[src/rtl/work_pkg.sv]
// Shared definitions for the hashcore work-load path.
//   DATA_WIDTH   : default frame length (midstate + data2).
//   *_LSB / *_W  : field positions inside a work word; the initial nonce
//                  occupies the top 32 bits of data2.
//   state_t      : serializer state encoding.
package work_pkg;

    localparam int MIDSTATE_W   = 256;
    localparam int DATA2_W      = 128;
    localparam int NONCE_W      = 32;

    localparam int DATA_WIDTH   = MIDSTATE_W + DATA2_W;

    localparam int MIDSTATE_LSB = 0;
    localparam int DATA2_LSB    = MIDSTATE_LSB + MIDSTATE_W;
    localparam int NONCE_LSB    = DATA_WIDTH - NONCE_W;

    typedef enum logic [1:0] {
        ST_IDLE  = 2'd0,
        ST_SHIFT = 2'd1,
        ST_GAP   = 2'd2
    } state_t;

endpackage

[src/rtl/work_skid_buf.sv]
// One-entry valid/ready holding register in front of the serializer.
//   clk, rst_n          : clock, async active-low reset
//   in_data, in_valid   : upstream word and its valid
//   in_ready            : buffer empty; driven only from the valid flop
//   take                : consumer drains the held word this cycle
//   out_data, out_valid : held word and its valid
module work_skid_buf #(
    parameter int WIDTH = 384
) (
    input  logic             clk,
    input  logic             rst_n,
    input  logic [WIDTH-1:0] in_data,
    input  logic             in_valid,
    output logic             in_ready,
    input  logic             take,
    output logic [WIDTH-1:0] out_data,
    output logic             out_valid
);

    logic             valid_q;
    logic [WIDTH-1:0] data_q;

    // take only happens while full and a handshake only while empty, so the
    // two never coincide.
    always_ff @(posedge clk or negedge rst_n) begin
        if (!rst_n) begin
            valid_q <= 1'b0;
        end else if (take) begin
            valid_q <= 1'b0;
        end else if (in_valid && in_ready) begin
            valid_q <= 1'b1;
        end
    end

    always_ff @(posedge clk) begin
        if (in_valid && in_ready) begin
            data_q <= in_data;
        end
    end

    assign in_ready  = ~valid_q;
    assign out_valid = valid_q;
    assign out_data  = data_q;

endmodule

[src/rtl/work_shifter.sv]
// Serial work loader for hashcore: takes one parallel work word per
// valid/ready handshake and streams it out on din with shift held high for
// DATA_WIDTH cycles, followed by a guaranteed low gap on shift.
//   hash_clk, rst_n   : clock, async active-low reset
//   work_data/valid   : parallel work word and its valid
//   work_ready        : holding buffer empty
//   din, shift        : registered serial data and shift enable
//   busy              : frame or gap in progress
//   load_done         : one-cycle strobe after each completed frame
//   frames_sent       : completed frame count, wraps
//
// state    | meaning
// ---------+--------------------------------------------------------
// ST_IDLE  | shift low; loads the buffered word when one is held
// ST_SHIFT | shift high, one bit per cycle, bit_cnt counts down to 0
// ST_GAP   | shift low for MIN_GAP cycles, gap_cnt counts down to 0
module work_shifter #(
    parameter int DATA_WIDTH = work_pkg::DATA_WIDTH,
    parameter bit MSB_FIRST  = 1'b1,
    parameter int MIN_GAP    = 2
) (
    input  logic                  hash_clk,
    input  logic                  rst_n,
    input  logic [DATA_WIDTH-1:0] work_data,
    input  logic                  work_valid,
    output logic                  work_ready,
    output logic                  din,
    output logic                  shift,
    output logic                  busy,
    output logic                  load_done,
    output logic [15:0]           frames_sent
);

    import work_pkg::*;

    localparam int               CNT_W    = $clog2(DATA_WIDTH);
    localparam logic [CNT_W-1:0] LAST_BIT = CNT_W'(DATA_WIDTH - 1);
    localparam logic [7:0]       GAP_LOAD = 8'(MIN_GAP - 1);

    logic [DATA_WIDTH-1:0] buf_data;
    logic                  buf_valid;
    logic                  buf_take;

    work_skid_buf #(.WIDTH(DATA_WIDTH)) u_buf (
        .clk       (hash_clk),
        .rst_n     (rst_n),
        .in_data   (work_data),
        .in_valid  (work_valid),
        .in_ready  (work_ready),
        .take      (buf_take),
        .out_data  (buf_data),
        .out_valid (buf_valid)
    );

    state_t                state_q,     state_d;
    logic [DATA_WIDTH-1:0] sreg_q,      sreg_d;
    logic [CNT_W-1:0]      bit_cnt_q,   bit_cnt_d;
    logic [7:0]            gap_cnt_q,   gap_cnt_d;
    logic                  din_q,       din_d;
    logic                  shift_q,     shift_d;
    logic                  load_done_q, load_done_d;
    logic [15:0]           frame_cnt_q, frame_cnt_d;

    always_ff @(posedge hash_clk or negedge rst_n) begin
        if (!rst_n) begin
            state_q     <= ST_IDLE;
            bit_cnt_q   <= '0;
            gap_cnt_q   <= '0;
            din_q       <= 1'b0;
            shift_q     <= 1'b0;
            load_done_q <= 1'b0;
            frame_cnt_q <= '0;
        end else begin
            state_q     <= state_d;
            bit_cnt_q   <= bit_cnt_d;
            gap_cnt_q   <= gap_cnt_d;
            din_q       <= din_d;
            shift_q     <= shift_d;
            load_done_q <= load_done_d;
            frame_cnt_q <= frame_cnt_d;
        end
    end

    // Payload register needs no reset: it is only observed after a load.
    always_ff @(posedge hash_clk) begin
        sreg_q <= sreg_d;
    end

    always_comb begin
        state_d     = state_q;
        sreg_d      = sreg_q;
        bit_cnt_d   = bit_cnt_q;
        gap_cnt_d   = gap_cnt_q;
        din_d       = din_q;
        shift_d     = shift_q;
        load_done_d = 1'b0;
        frame_cnt_d = frame_cnt_q;
        buf_take    = 1'b0;

        case (state_q)
            ST_IDLE: begin
                if (buf_valid) begin
                    buf_take  = 1'b1;
                    sreg_d    = buf_data;
                    din_d     = MSB_FIRST ? buf_data[DATA_WIDTH-1] : buf_data[0];
                    shift_d   = 1'b1;
                    bit_cnt_d = LAST_BIT;
                    state_d   = ST_SHIFT;
                end
            end
            ST_SHIFT: begin
                if (bit_cnt_q == '0) begin
                    shift_d     = 1'b0;
                    din_d       = 1'b0;
                    load_done_d = 1'b1;
                    frame_cnt_d = frame_cnt_q + 16'd1;
                    gap_cnt_d   = GAP_LOAD;
                    state_d     = ST_GAP;
                end else begin
                    // din always shows the current end bit of sreg, so the
                    // next bit is the neighbour of that end before shifting.
                    if (MSB_FIRST) begin
                        sreg_d = {sreg_q[DATA_WIDTH-2:0], 1'b0};
                        din_d  = sreg_q[DATA_WIDTH-2];
                    end else begin
                        sreg_d = {1'b0, sreg_q[DATA_WIDTH-1:1]};
                        din_d  = sreg_q[1];
                    end
                    bit_cnt_d = bit_cnt_q - CNT_W'(1);
                end
            end
            ST_GAP: begin
                if (gap_cnt_q == '0) begin
                    state_d = ST_IDLE;
                end else begin
                    gap_cnt_d = gap_cnt_q - 8'd1;
                end
            end
            default: begin
                state_d = ST_IDLE;
            end
        endcase
    end

    assign din         = din_q;
    assign shift       = shift_q;
    assign busy        = (state_q != ST_IDLE);
    assign load_done   = load_done_q;
    assign frames_sent = frame_cnt_q;

endmodule
[config.mk]
export PLATFORM = sky130hd
export DESIGN_NAME = work_shifter
export DESIGN_NICKNAME = d
export VERILOG_FILES = /design/src/rtl/work_pkg.sv /design/src/rtl/work_skid_buf.sv /design/src/rtl/work_shifter.sv
export SDC_FILE = /design/constraint.sdc
export NUM_CORES = 1
export LEC_CHECK = 0
export CAP_MARGIN = 40
export CORE_ASPECT_RATIO = 2
export CORE_UTILIZATION = 40
export DETAILED_ROUTE_END_ITERATION = 10
export HOLD_SLACK_MARGIN = 0.02
export PLACE_DENSITY_LB_ADDON = 0.2
export SLEW_MARGIN = 20
export SYNTH_ARGS = -nofsm -noshare
export SYNTH_HDL_FRONTEND = slang
export SYNTH_SLANG_ARGS = --single-unit
[constraint.sdc]
create_clock -name hash_clk -period 27.2 [get_ports hash_clk]
set_input_delay 5.44 -clock hash_clk [delete_from_list [all_inputs] [get_ports hash_clk]]
set_output_delay 5.44 -clock hash_clk [all_outputs]
set_load 0.005 [all_outputs]
==> results by group, run 1 <==
Status
  • Status: finished clean

Detailed routing
  • Met1 wire length: 25200 um
  • DRC: 0
  • Final wirelength: 60900 um
  • DR vias: 16889
  • Number of routed nets with antenna violations: 0
  • DRT Pass-1 Iters: 5
  • Highest Signal Layer: met5
  • Average routed wire per standard cell: 17.0 um
  • Vias/cell: roughly 4.7
  • Iteration-0 DRC Markers: 890
  • Wire length on met3: between 3000 and 4000 um
  • Metal2 WL: 30500 um

Layout
  • Commonest cells after routing, fill and taps aside: nand2_1, edfxtp_1, clkdlybuf4s50_1, clkbuf_16, dfrtp_1
  • Syn-to-layout area delta: 25.2%
  • Final net count: roughly 3000
  • Filler instances: 6317
  • Ratio of cells with drive above 1 in the final layout: 4.90%
  • Most common cell after layout, fill and taps aside: nand2_1

Global route
  • GRT Residual Overflow: 0
  • Vias in the first global route: 17662
  • Initial antenna violation count: 11
  • All-Layer GR Usage: ~16%
  • Largest net degree at the start of global routing: between 200 and 250
  • Global-route wire length before repair: 95600 um

Logic synthesis
  • EDFF count, synth: between 700 and 800
  • Number of synthesized register bits: 806
  • Seq/Total Area, Yosys: 81.1%
  • Post-synth top flop: edfxtp_1
  • Syn Nets: 2574
  • Mapped Avg Cell Area: roughly 14 um2
  • Yosys Warn Count: 0
  • FFs w/ async S/R, synth: roughly 4.8%
  • Post-Syn Area: 29600 um2
  • Mapped Cells: between 2000 and 2500
  • Number of distinct library cells after synthesis: 40

STA
  • Setup ws final: 19380 ps
  • Hold Vio Cnt, Final: 0
  • Final setup fails: 0
  • Worst-margin pin slew: 1170 ps
  • Sum Neg Setup Slack: 0 ps
  • Post-route clock skew: 15.8 ps
  • Slew HR: 22.2%
  • Period utilisation layout: 28.8%
  • Achievable Freq: 128 MHz
  • Unrepaired setup endpoints after global routing: false
  • Final Critical Period: 7820 ps
  • Max Slew Vio Count: 0

Pwr
  • Worst VDD drop: 59.4 uV
  • Static leakage power: 14.6 nW
  • PD cells: 90.5 nW/um2

Floorplan
  • DIE WIDTH: 194 um
  • I/O Pins: 408
  • Core Region: 73000 um2
  • Die area: 75100 um2
  • Die height: 387 um
  • Initial core utilization: 40.5%
  • Cell Rows: 140

Setup path
  • WS Path Type: in -> reg
  • Req. time, crit path: between 20000 and 30000 ps
  • CP max FO: 178
  • Crit-path cells: clkdlybuf4s50_1 -> nor2b_4 -> buf_4 -> buf_12
  • Worst Setup End Kind: flip-flop
  • CP arrival: 8060 ps
  • Startpoint Class: input pin
  • CP max-delay cell: buf_12
  • Slowest cell delay on critical path: ~620 ps

Placed design
  • Pre-CTS setup slack: approximately 19000 ps
  • I/O Buffers: around 410
  • Gpl congestion: 0.782
  • HPWL Detailed: 38600 um

Clocking
  • Worst-skew pair later-pin latency: 630 ps
  • CTS tree: done
  • Hold-fix buffers, CTS: 0
  • CTS Buffer Depth: 3
  • Post-CTS setup buffer count: 0
  • Reg clk slew, reported paths: 60 ps
  • Clock sinks: 806
  • CTS H-tree depth: 3
  • Root Driver: clkbuf_16
  • Num CTS Buffers: 71
  • Post-CTS sizing: 0

Min path
  • Hold Crit Class: reg -> reg

Job
  • Maxcap violations: 0
cell type report:
| type | instances | area, um2 | share of cell area, % |
|---|---|---|---|
| diodes | 3 | 7.51 | 0.0203 |
| clock buffers | 92 | 1890 | 5.09 |
| clock inverters | 32 | 224 | 0.604 |
| inverters | 9 | 33.8 | 0.0912 |
| multi-input cells | 1279 | 5230 | 14.1 |
| flip-flops and latches | 806 | 24000 | 64.8 |
| well taps | 923 | 1150 | 3.12 |
| repair buffers | 433 | 4510 | 12.2 |
cell usage after synthesis (2+ instances only):
library cell	n	area share [%]
a211oi_1	2	0.051
a21oi_1	7	0.12
a31oi_1	3	0.063
and3_1	4	0.085
and4_1	3	0.089
buf_1	2	0.025
clkbuf_1	85	1.1
dfrtp_1	39	3.3
edfxtp_1	767	78
ha_1	4	0.17
inv_1	9	0.11
mux2i_1	4	0.14
nand2_1	1157	15
nand2b_1	6	0.13
nand3_1	10	0.17
nand4_1	5	0.11
nor2_1	15	0.19
nor2b_1	4	0.085
nor3_1	4	0.068
nor3b_1	2	0.051
nor4_1	4	0.085
nor4_4	2	0.14
o2111ai_1	2	0.059
o21ai_0	3	0.051
o31ai_1	3	0.076
or2_2	2	0.042
or3_1	2	0.042
or3b_2	3	0.089
or4_1	2	0.051
xnor2_1	16	0.47
xor2_1	3	0.089
logic make-up after synthesis:
group                    synth area share [%]
AO/OA/AOI/OAI                           0.474
AND/OR/NAND/NOR                          16.2
multiplexers                            0.173
XOR/XNOR                                0.562
adder cells (fa/ha/maj)                 0.169
flip-flops                               81.1
buffers and inverters                    1.27
routing by layer:
metal / track usage [%] / vias up
met5: 0 / -
met4: 6.00 / 14
met3: 4.62 / 92
met2: 28.0 / 440
met1: 19.7 / 8086
li1: - / 8257
registers in the layout (all words and copies together) (netlist names):
name	count
gap_cnt_q	8
frames_sent	16
u_buf.out_data	384
state_q	2
shift	1
din	1
sreg_q	383
load_done	1
bit_cnt_q	9
u_buf.out_valid	1
worst paths after layout:
path,from,to,cells past startpoint,slack (ps)
worst max-delay path,work_valid,u_buf.out_data[155]$_DFFE_PP_,4,19380
worst min-delay path,sreg_q[382]$_DFFE_PP_,din$_DFFE_PN0P_,2,490
worst max register to register,bit_cnt_q[0]$_DFFE_PN0P_,sreg_q[162]$_DFFE_PP_,8,23120
worst min register to register,sreg_q[382]$_DFFE_PP_,din$_DFFE_PN0P_,2,490
max in group asynchronous,rst_n,gap_cnt_q[6]$_DFFE_PN0P_,2,22010
min in group asynchronous,rst_n,u_buf.out_valid$_DFFE_PN0P_,1,4710
metrics by stage:
step | instance area, um2 | hold WS [ps] | cells | total power, mW | util [%]
2_1_floorplan | 29600 | 426 | 2183 | 2.30 | -
3_3_place_gp | 34600 | 464 | 3438 | 2.40 | 47.4
3_5_place_dp | 34800 | 477 | 3446 | 2.44 | 47.7
4_1_cts | 36900 | 495 | 3570 | 3.40 | 50.6
5_1_grt | 37100 | 523 | 3576 | 3.55 | 50.7
6_report | 37100 | 492 | 3577 | 3.35 | 50.7
report_power, final:
| part | internal, mW | switching, mW |
|---|---|---|
| Sequential | 1.83 | 0.0996 |
| Clock | 0.511 | 0.434 |
| Combinational | 0.179 | 0.303 |
critical path, delay by kind of cell:
kind                   cells  cell delay, ps
buffers and inverters      3            1690
and+or+nand+nor            1             550
No activity file was read; power rests on OpenSTA's default activity.
==> run 2: changes to the inputs <==
==> constraint.sdc (replaced) <==
create_clock -name hash_clk -period 7.5 [get_ports hash_clk]
set_input_delay 1.5 -clock hash_clk [delete_from_list [all_inputs] [get_ports hash_clk]]
set_output_delay 1.5 -clock hash_clk [all_outputs]
set_load 0.005 [all_outputs]
==> run 2 against run 1 <==
Net effect:
- clock power grew to 3.9 times the previous value
- register-to-register slack lost 19000 ps
- non-clock buffer count shrank 8
- power grew to 3.7 times the previous value
- sequential power grew to 3.6 times the previous value
- clock-buffer cell count grew 4
- critical path type is now reg -> out
- clock skew grew 8.6 ps
- via count grew 0.47%
- die area is the same
- sequential share of layout area shrank 0.18 points
- critical path depth shrank 2
- final area grew 0.28%
==> results by group, run 2 (synthesized netlist as in run 1, its figures left out) <==
Setup path
  • CP max FO: 6 (was 178)
  • CP top delay family: buffers and inverters (unchanged)
  • Worst Setup End Kind: primary output (was flip-flop)
  • RR Startpoint: bit_cnt_q[0]$_DFFE_PN0P_ (unchanged)
  • Reg2reg setup slack: 4290 ps (was 23120 ps)
  • CP arrival: 1910 ps (was 8060 ps)
  • Crit-path cells: or2_2 -> clkdlybuf4s50_1 (was clkdlybuf4s50_1 -> nor2b_4 -> buf_4 -> buf_12)
  • Req. time, crit path: 6000 ps (was 27430 ps)
  • Slowest cell delay on critical path: 490 ps (was 620 ps)
  • Startpoint Class: flip-flop (was input pin)
  • Worst Setup SP: state_q[1]$_DFFE_PN0P_ (was work_valid)
  • WS Path Type: reg -> out (was in -> reg)
  • CP Buf/Inv Count: 1 (was 3)
  • CP max-delay cell: clkdlybuf4s50_1 (was buf_12)

Layout
  • Ratio of cells with drive above 1 in the final layout: 4.98% (was 4.90%)
  • Filler instances: 6243 (was 6317)
  • Final net count: 2984 (was 2991)
  • Commonest cells after routing, fill and taps aside: nand2_1, edfxtp_1, clkdlybuf4s50_1, clkbuf_16, dfrtp_1 (unchanged)
  • Syn-to-layout area delta: 25.6% (was 25.2%)
  • Largest register FFs: 384 (unchanged)
  • Most common cell after layout, fill and taps aside: nand2_1 (unchanged)

Global route
  • Largest net degree at the start of global routing: 216 (was 235)
  • Global-route wire length before repair: 95600 um (about the same)
  • GRT Residual Overflow: 0 (unchanged)
  • Initial antenna violation count: 3 (was 11)
  • Vias in the first global route: 17569 (was 17662)
  • Most Crowded Layer GR: met2 (unchanged)
  • GRT met1 Usage: 20.5% (was 19.7%)
  • All-Layer GR Usage: 16.3% (was 16.4%)
  • Met3 GRT Util: 2.79% (was 4.62%)
  • Met2 Use GR: 27.5% (was 28.0%)

Clocking
  • Post-CTS sizing: 0 (unchanged)
  • Num CTS Buffers: 72 (was 71)
  • Hold-fix buffers, CTS: 0 (unchanged)
  • Reg clk slew, reported paths: 70 ps (was 60 ps)
  • Worst-skew pair later-pin latency: 640 ps (was 630 ps)
  • CTS H-tree depth: 3 (unchanged)
  • Post-CTS setup buffer count: 0 (unchanged)
  • CTS Buffer Depth: 3 (unchanged)
  • CTS tree: done (unchanged)
  • Root Driver: clkbuf_16 (unchanged)
  • Clock sinks: 806 (unchanged)

Floorplan
  • Core Region: 73000 um2 (unchanged)
  • Die height: 387 um (unchanged)
  • DIE WIDTH: 194 um (unchanged)
  • Cell Rows: 140 (unchanged)
  • Die area: 75100 um2 (unchanged)
  • Initial core utilization: 40.5% (unchanged)
  • I/O Pins: 408 (unchanged)

Pwr
  • Static leakage power: 14.6 nW (about the same)
  • PD cells: 334 nW/um2 (was 90.5 nW/um2)
  • Worst VDD drop: 220 uV (was 59.4 uV)
  • Tot Pwr: 12.4 mW (was 3.35 mW)

STA
  • Unrepaired setup endpoints after global routing: false (unchanged)
  • Worst hold slack: 491 ps (was 492 ps)
  • Sum Neg Setup Slack: 0 ps (unchanged)
  • Worst-margin pin slew: 1080 ps (was 1170 ps)
  • Post-route clock skew: 24.4 ps (was 15.8 ps)
  • Final setup fails: 0 (unchanged)
  • Achievable Freq: 293 MHz
  • Period utilisation layout: 45.5%
  • Slew HR: 27.8% (was 22.2%)
  • Hold Vio Cnt, Final: 0 (unchanged)
  • Max Slew Vio Count: 0 (unchanged)
  • Final Critical Period: 3410 ps

Status
  • Status: finished clean (unchanged)

Placed design
  • HPWL Detailed: 37500 um (was 38600 um)
  • I/O Buffers: 407 (unchanged)
  • Gpl congestion: 0.764 (was 0.782)

Detailed routing
  • DRC: 0 (unchanged)
  • DRT Pass-1 Iters: 5 (unchanged)
  • DR vias: 16969 (was 16889)
  • Final wirelength: 60200 um (was 60900 um)
  • Vias/cell: 4.75 (was 4.72)
  • Iteration-0 DRC Markers: 869 (was 890)
  • Number of routed nets with antenna violations: 0 (unchanged)
  • Average routed wire per standard cell: 16.8 um (was 17.0 um)

Min path
  • Hold_sp: frames_sent[15]$_DFFE_PN0P_ (was sreg_q[382]$_DFFE_PP_)
  • Hold Crit Class: reg -> reg (unchanged)

Job
  • Maxcap violations: 0 (unchanged)
run 2: worst register-to-register path: stages (launching register included):
cell and delay (ps):
dfrtp_1 390, inv_1 60, ha_1 250, nor3b_1 190
a31oi_1 460, nand2b_4 320, buf_16 270, buf_12 500
run 2: path summary, 6_finish.rpt:
kind / depth (start not counted) / endpoint
worst max-delay path: 2 / busy
worst min-delay path: 1 / frames_sent[15]$_DFFE_PN0P_
worst max register to register: 7 / sreg_q[206]$_DFFE_PP_
worst min register to register: 1 / frames_sent[15]$_DFFE_PN0P_
max in group asynchronous: 2 / frames_sent[13]$_DFFE_PN0P_
min in group asynchronous: 1 / load_done$_DFF_PN0_
run 2: power breakdown:
part | switching [mW] | total (mW) | internal, mW
sequential | 0.375 | 7.01 | 6.63
combinational | 1.09 | 1.73 | 0.636
clock | 1.63 | 3.67 | 2.04
total | 3.10 | 12.4 | 9.31
run 2: final cells by class:
type	count	area, um2	area share, %
clock inverters	35	399	1.07
inverters	9	33.8	0.0909
repair buffers	425	4410	11.9
clock buffers	96	1920	5.17
well taps	923	1150	3.11
flip-flops and latches	806	24000	64.6
diodes	1	2.50	0.00673
multi-input cells	1279	5230	14.1
run 2: routing by layer:
layer | routed length (um) | up-vias
met1 | 25400 | 8144
met5 | 27 | -
li1 | - | 8232
met3 | 3140 | 97
met2 | 30000 | 492
met4 | 1630 | 4
run 2: metrics by stage:
stage | utilization (%) | area, um2 | instances | setup WS, ps
after detailed placement | 47.6 | 34800 | 3440 | 3690
final | 50.9 | 37200 | 3574 | 4090
after CTS | 50.8 | 37100 | 3571 | 3740
after global placement | 47.5 | 34700 | 3435 | 3710
after floorplan | - | 29600 | 2183 | -171
after global routing | 50.9 | 37200 | 3574 | 4000
==> run 3: changes to the inputs <==
==> constraint.sdc (replaced) <==
create_clock -name hash_clk -period 2.94 [get_ports hash_clk]
set_input_delay 0.588 -clock hash_clk [delete_from_list [all_inputs] [get_ports hash_clk]]
set_output_delay 0.588 -clock hash_clk [all_outputs]
set_load 0.005 [all_outputs]
==> run 3 against run 2 <==
Net effect:
- hold slack got worse by 16 ps
- combinational power rose to 2.7 times the previous value
- worst setup slack got worse by 3600 ps
- non-clock buffer count rose by 13
==> results by group, run 3 (synthesized netlist as in run 1, its figures left out) <==
Layout
  • Largest register FFs: 384 (unchanged)
  • Storage element area: 24000 um2 (unchanged)
  • Final net count: 2997 (was 2984)
  • Multi-input gate area: 5270 um2 (was 5230 um2)
  • Filler instances: 6252 (was 6243)
  • Ratio of cells with drive above 1 in the final layout: 6.01% (was 4.98%)
  • Most common cell after layout, fill and taps aside: nand2_1 (unchanged)
  • Syn-to-layout area delta: 26.9% (was 25.6%)
  • Commonest cells after routing, fill and taps aside: nand2_1, edfxtp_1, clkdlybuf4s50_1, clkbuf_16, dfrtp_1 (unchanged)

Clocking
  • CTS Buffer Depth: 3 (unchanged)
  • Clock sinks: 806 (unchanged)
  • Worst-skew pair later-pin latency: 640 ps (about the same)
  • CTS tree: done (unchanged)
  • Root Driver: clkbuf_16 (unchanged)
  • Post-CTS sizing: 0 (unchanged)
  • CTS H-tree depth: 3 (unchanged)
  • Num CTS Buffers: 72 (unchanged)
  • Reg clk slew, reported paths: 70 ps (about the same)
  • Post-CTS setup buffer count: 0 (unchanged)
  • Hold-fix buffers, CTS: 1 (was 0)

Detailed routing
  • DR vias: 17183 (was 16969)
  • DRC: 0 (unchanged)
  • Number of routed nets with antenna violations: 0 (unchanged)
  • Average routed wire per standard cell: 17.7 um (was 16.8 um)
  • DRT Pass-1 Iters: 6 (was 5)
  • Vias/cell: 4.79 (was 4.75)
  • Iteration-0 DRC Markers: 1115 (was 869)
  • Final wirelength: 63500 um (was 60200 um)

Global route
  • GRT Residual Overflow: 0 (unchanged)
  • All-Layer GR Usage: 17.1% (was 16.3%)
  • Vias in the first global route: 17991 (was 17569)
  • Global-route wire length before repair: 99400 um (was 95600 um)
  • Largest net degree at the start of global routing: 199 (was 216)
  • Initial antenna violation count: 2 (was 3)

STA
  • Final setup fails: 0 (unchanged)
  • Achievable Freq: 405 MHz
  • Worst-margin pin slew: 1010 ps (was 1080 ps)
  • Sum Neg Setup Slack: 0 ps (unchanged)
  • Hold Vio Cnt, Final: 0 (unchanged)
  • Unrepaired setup endpoints after global routing: false (unchanged)
  • Setup ws final: 472 ps (was 4090 ps)
  • Period utilisation layout: a little over four fifths
  • Slew HR: 32.6% (was 27.8%)
  • Max Slew Vio Count: 0 (unchanged)
  • Post-route clock skew: 25.6 ps (was 24.4 ps)
  • Final Critical Period: 2470 ps

Placed design
  • Pre-CTS setup slack: 523 ps (was 3690 ps)
  • Gpl congestion: 0.778 (was 0.764)
  • HPWL Detailed: 41600 um (was 37500 um)
  • I/O Buffers: 407 (unchanged)

Setup path
  • Worst Setup End Kind: flip-flop (was primary output)
  • CP arrival: 2840 ps (was 1910 ps)
  • CP max FO: 38 (was 6)
  • Startpoint Class: flip-flop (unchanged)
  • WS Path Type: reg -> reg (was reg -> out)
  • Req. time, crit path: 3310 ps (was 6000 ps)

Floorplan
  • Core Region: 73000 um2 (unchanged)
  • I/O Pins: 408 (unchanged)
  • DIE WIDTH: 194 um (unchanged)
  • Initial core utilization: 40.5% (unchanged)
  • Die height: 387 um (unchanged)
  • Cell Rows: 140 (unchanged)
  • Die area: 75100 um2 (unchanged)

Min path
  • Hold Crit Class: reg -> reg (unchanged)

Pwr
  • PD cells: 862 nW/um2 (was 334 nW/um2)
  • Static leakage power: 14.8 nW (was 14.6 nW)
  • Worst VDD drop: 512 uV (was 220 uV)

Status
  • Status: finished clean (unchanged)

Job
  • Maxcap violations: 0 (unchanged)
## run 3: changes by cell type in the layout (fill, tap and decap cells not counted), moves of 2 or more
| cell | change |
|---|---|
| buf_16 | -4 |
| clkbuf_1 | -11 |
| buf_4 | +3 |
| or2_2 | -2 |
| clkinvlp_4 | +2 |
| or2_4 | +2 |
| buf_12 | +14 |
| clkinv_2 | +7 |
| bufinv_16 | +5 |
## run 3: area by class of cell
| cell class | instances | share of cell area (%) |
|---|---|---|
| Antenna cell | 1 | 0.00667 |
| Clock buffer | 85 | 5.04 |
| Clock inverter | 47 | 1.53 |
| Inverter | 9 | 0.0900 |
| Multi-Input combinational cell | 1279 | 14.0 |
| Sequential cell | 806 | 64.0 |
| Tap cell | 923 | 3.08 |
| Timing Repair Buffer | 438 | 12.3 |
## run 3: final timing paths
path,startpoint,to,slack [ps],cells after the start
min in group asynchronous,rst_n,din$_DFFE_PN0P_,540,2
worst max register to register,bit_cnt_q[6]$_DFFE_PN0P_,sreg_q[84]$_DFFE_PP_,470,5
worst max-delay path,bit_cnt_q[6]$_DFFE_PN0P_,sreg_q[84]$_DFFE_PP_,470,5
max in group asynchronous,rst_n,frames_sent[0]$_DFFE_PN0P_,1870,3
worst min-delay path,sreg_q[382]$_DFFE_PP_,din$_DFFE_PN0P_,480,2
worst min register to register,sreg_q[382]$_DFFE_PP_,din$_DFFE_PN0P_,480,2
## run 3: per-layer routing
metal | wire length (um) | vias up | track usage, %
li1 | - | 8256 | -
met1 | 27200 | 8324 | 22.0
met2 | 31600 | 498 | 28.7
met3 | 3000 | 103 | 2.99
met4 | 1660 | 2 | 6.84
met5 | 13 | - | 0
## run 3: worst max-delay path, cell delays in order, from the launching register on
cell and delay (ps):
dfrtp_1 430, nor4_1 670, a31oi_4 210, nand2b_4 380
buf_12 260, buf_12 210
## run 3: where the power goes
part           leakage, nW  switching [mW]  internal, mW  total, mW
sequential            8.14           0.985          16.9       17.9
clock                 1.20            4.20          5.64       9.84
combinational         5.47            2.91          1.71       4.62
## run 3: metrics by stage
stage | instances | total power [mW] | hold slack [ps] | utilization, % | cell area (um2)
2_1_floorplan | 2183 | 20.8 | 292 | - | 29600
3_3_place_gp | 3453 | 22.6 | 468 | 48.0 | 35000
3_5_place_dp | 3454 | 22.8 | 454 | 48.0 | 35100
4_1_cts | 3587 | 32.8 | 439 | 51.4 | 37500
5_1_grt | 3588 | 34.1 | 467 | 51.4 | 37500
6_report | 3588 | 32.3 | 475 | 51.4 | 37500
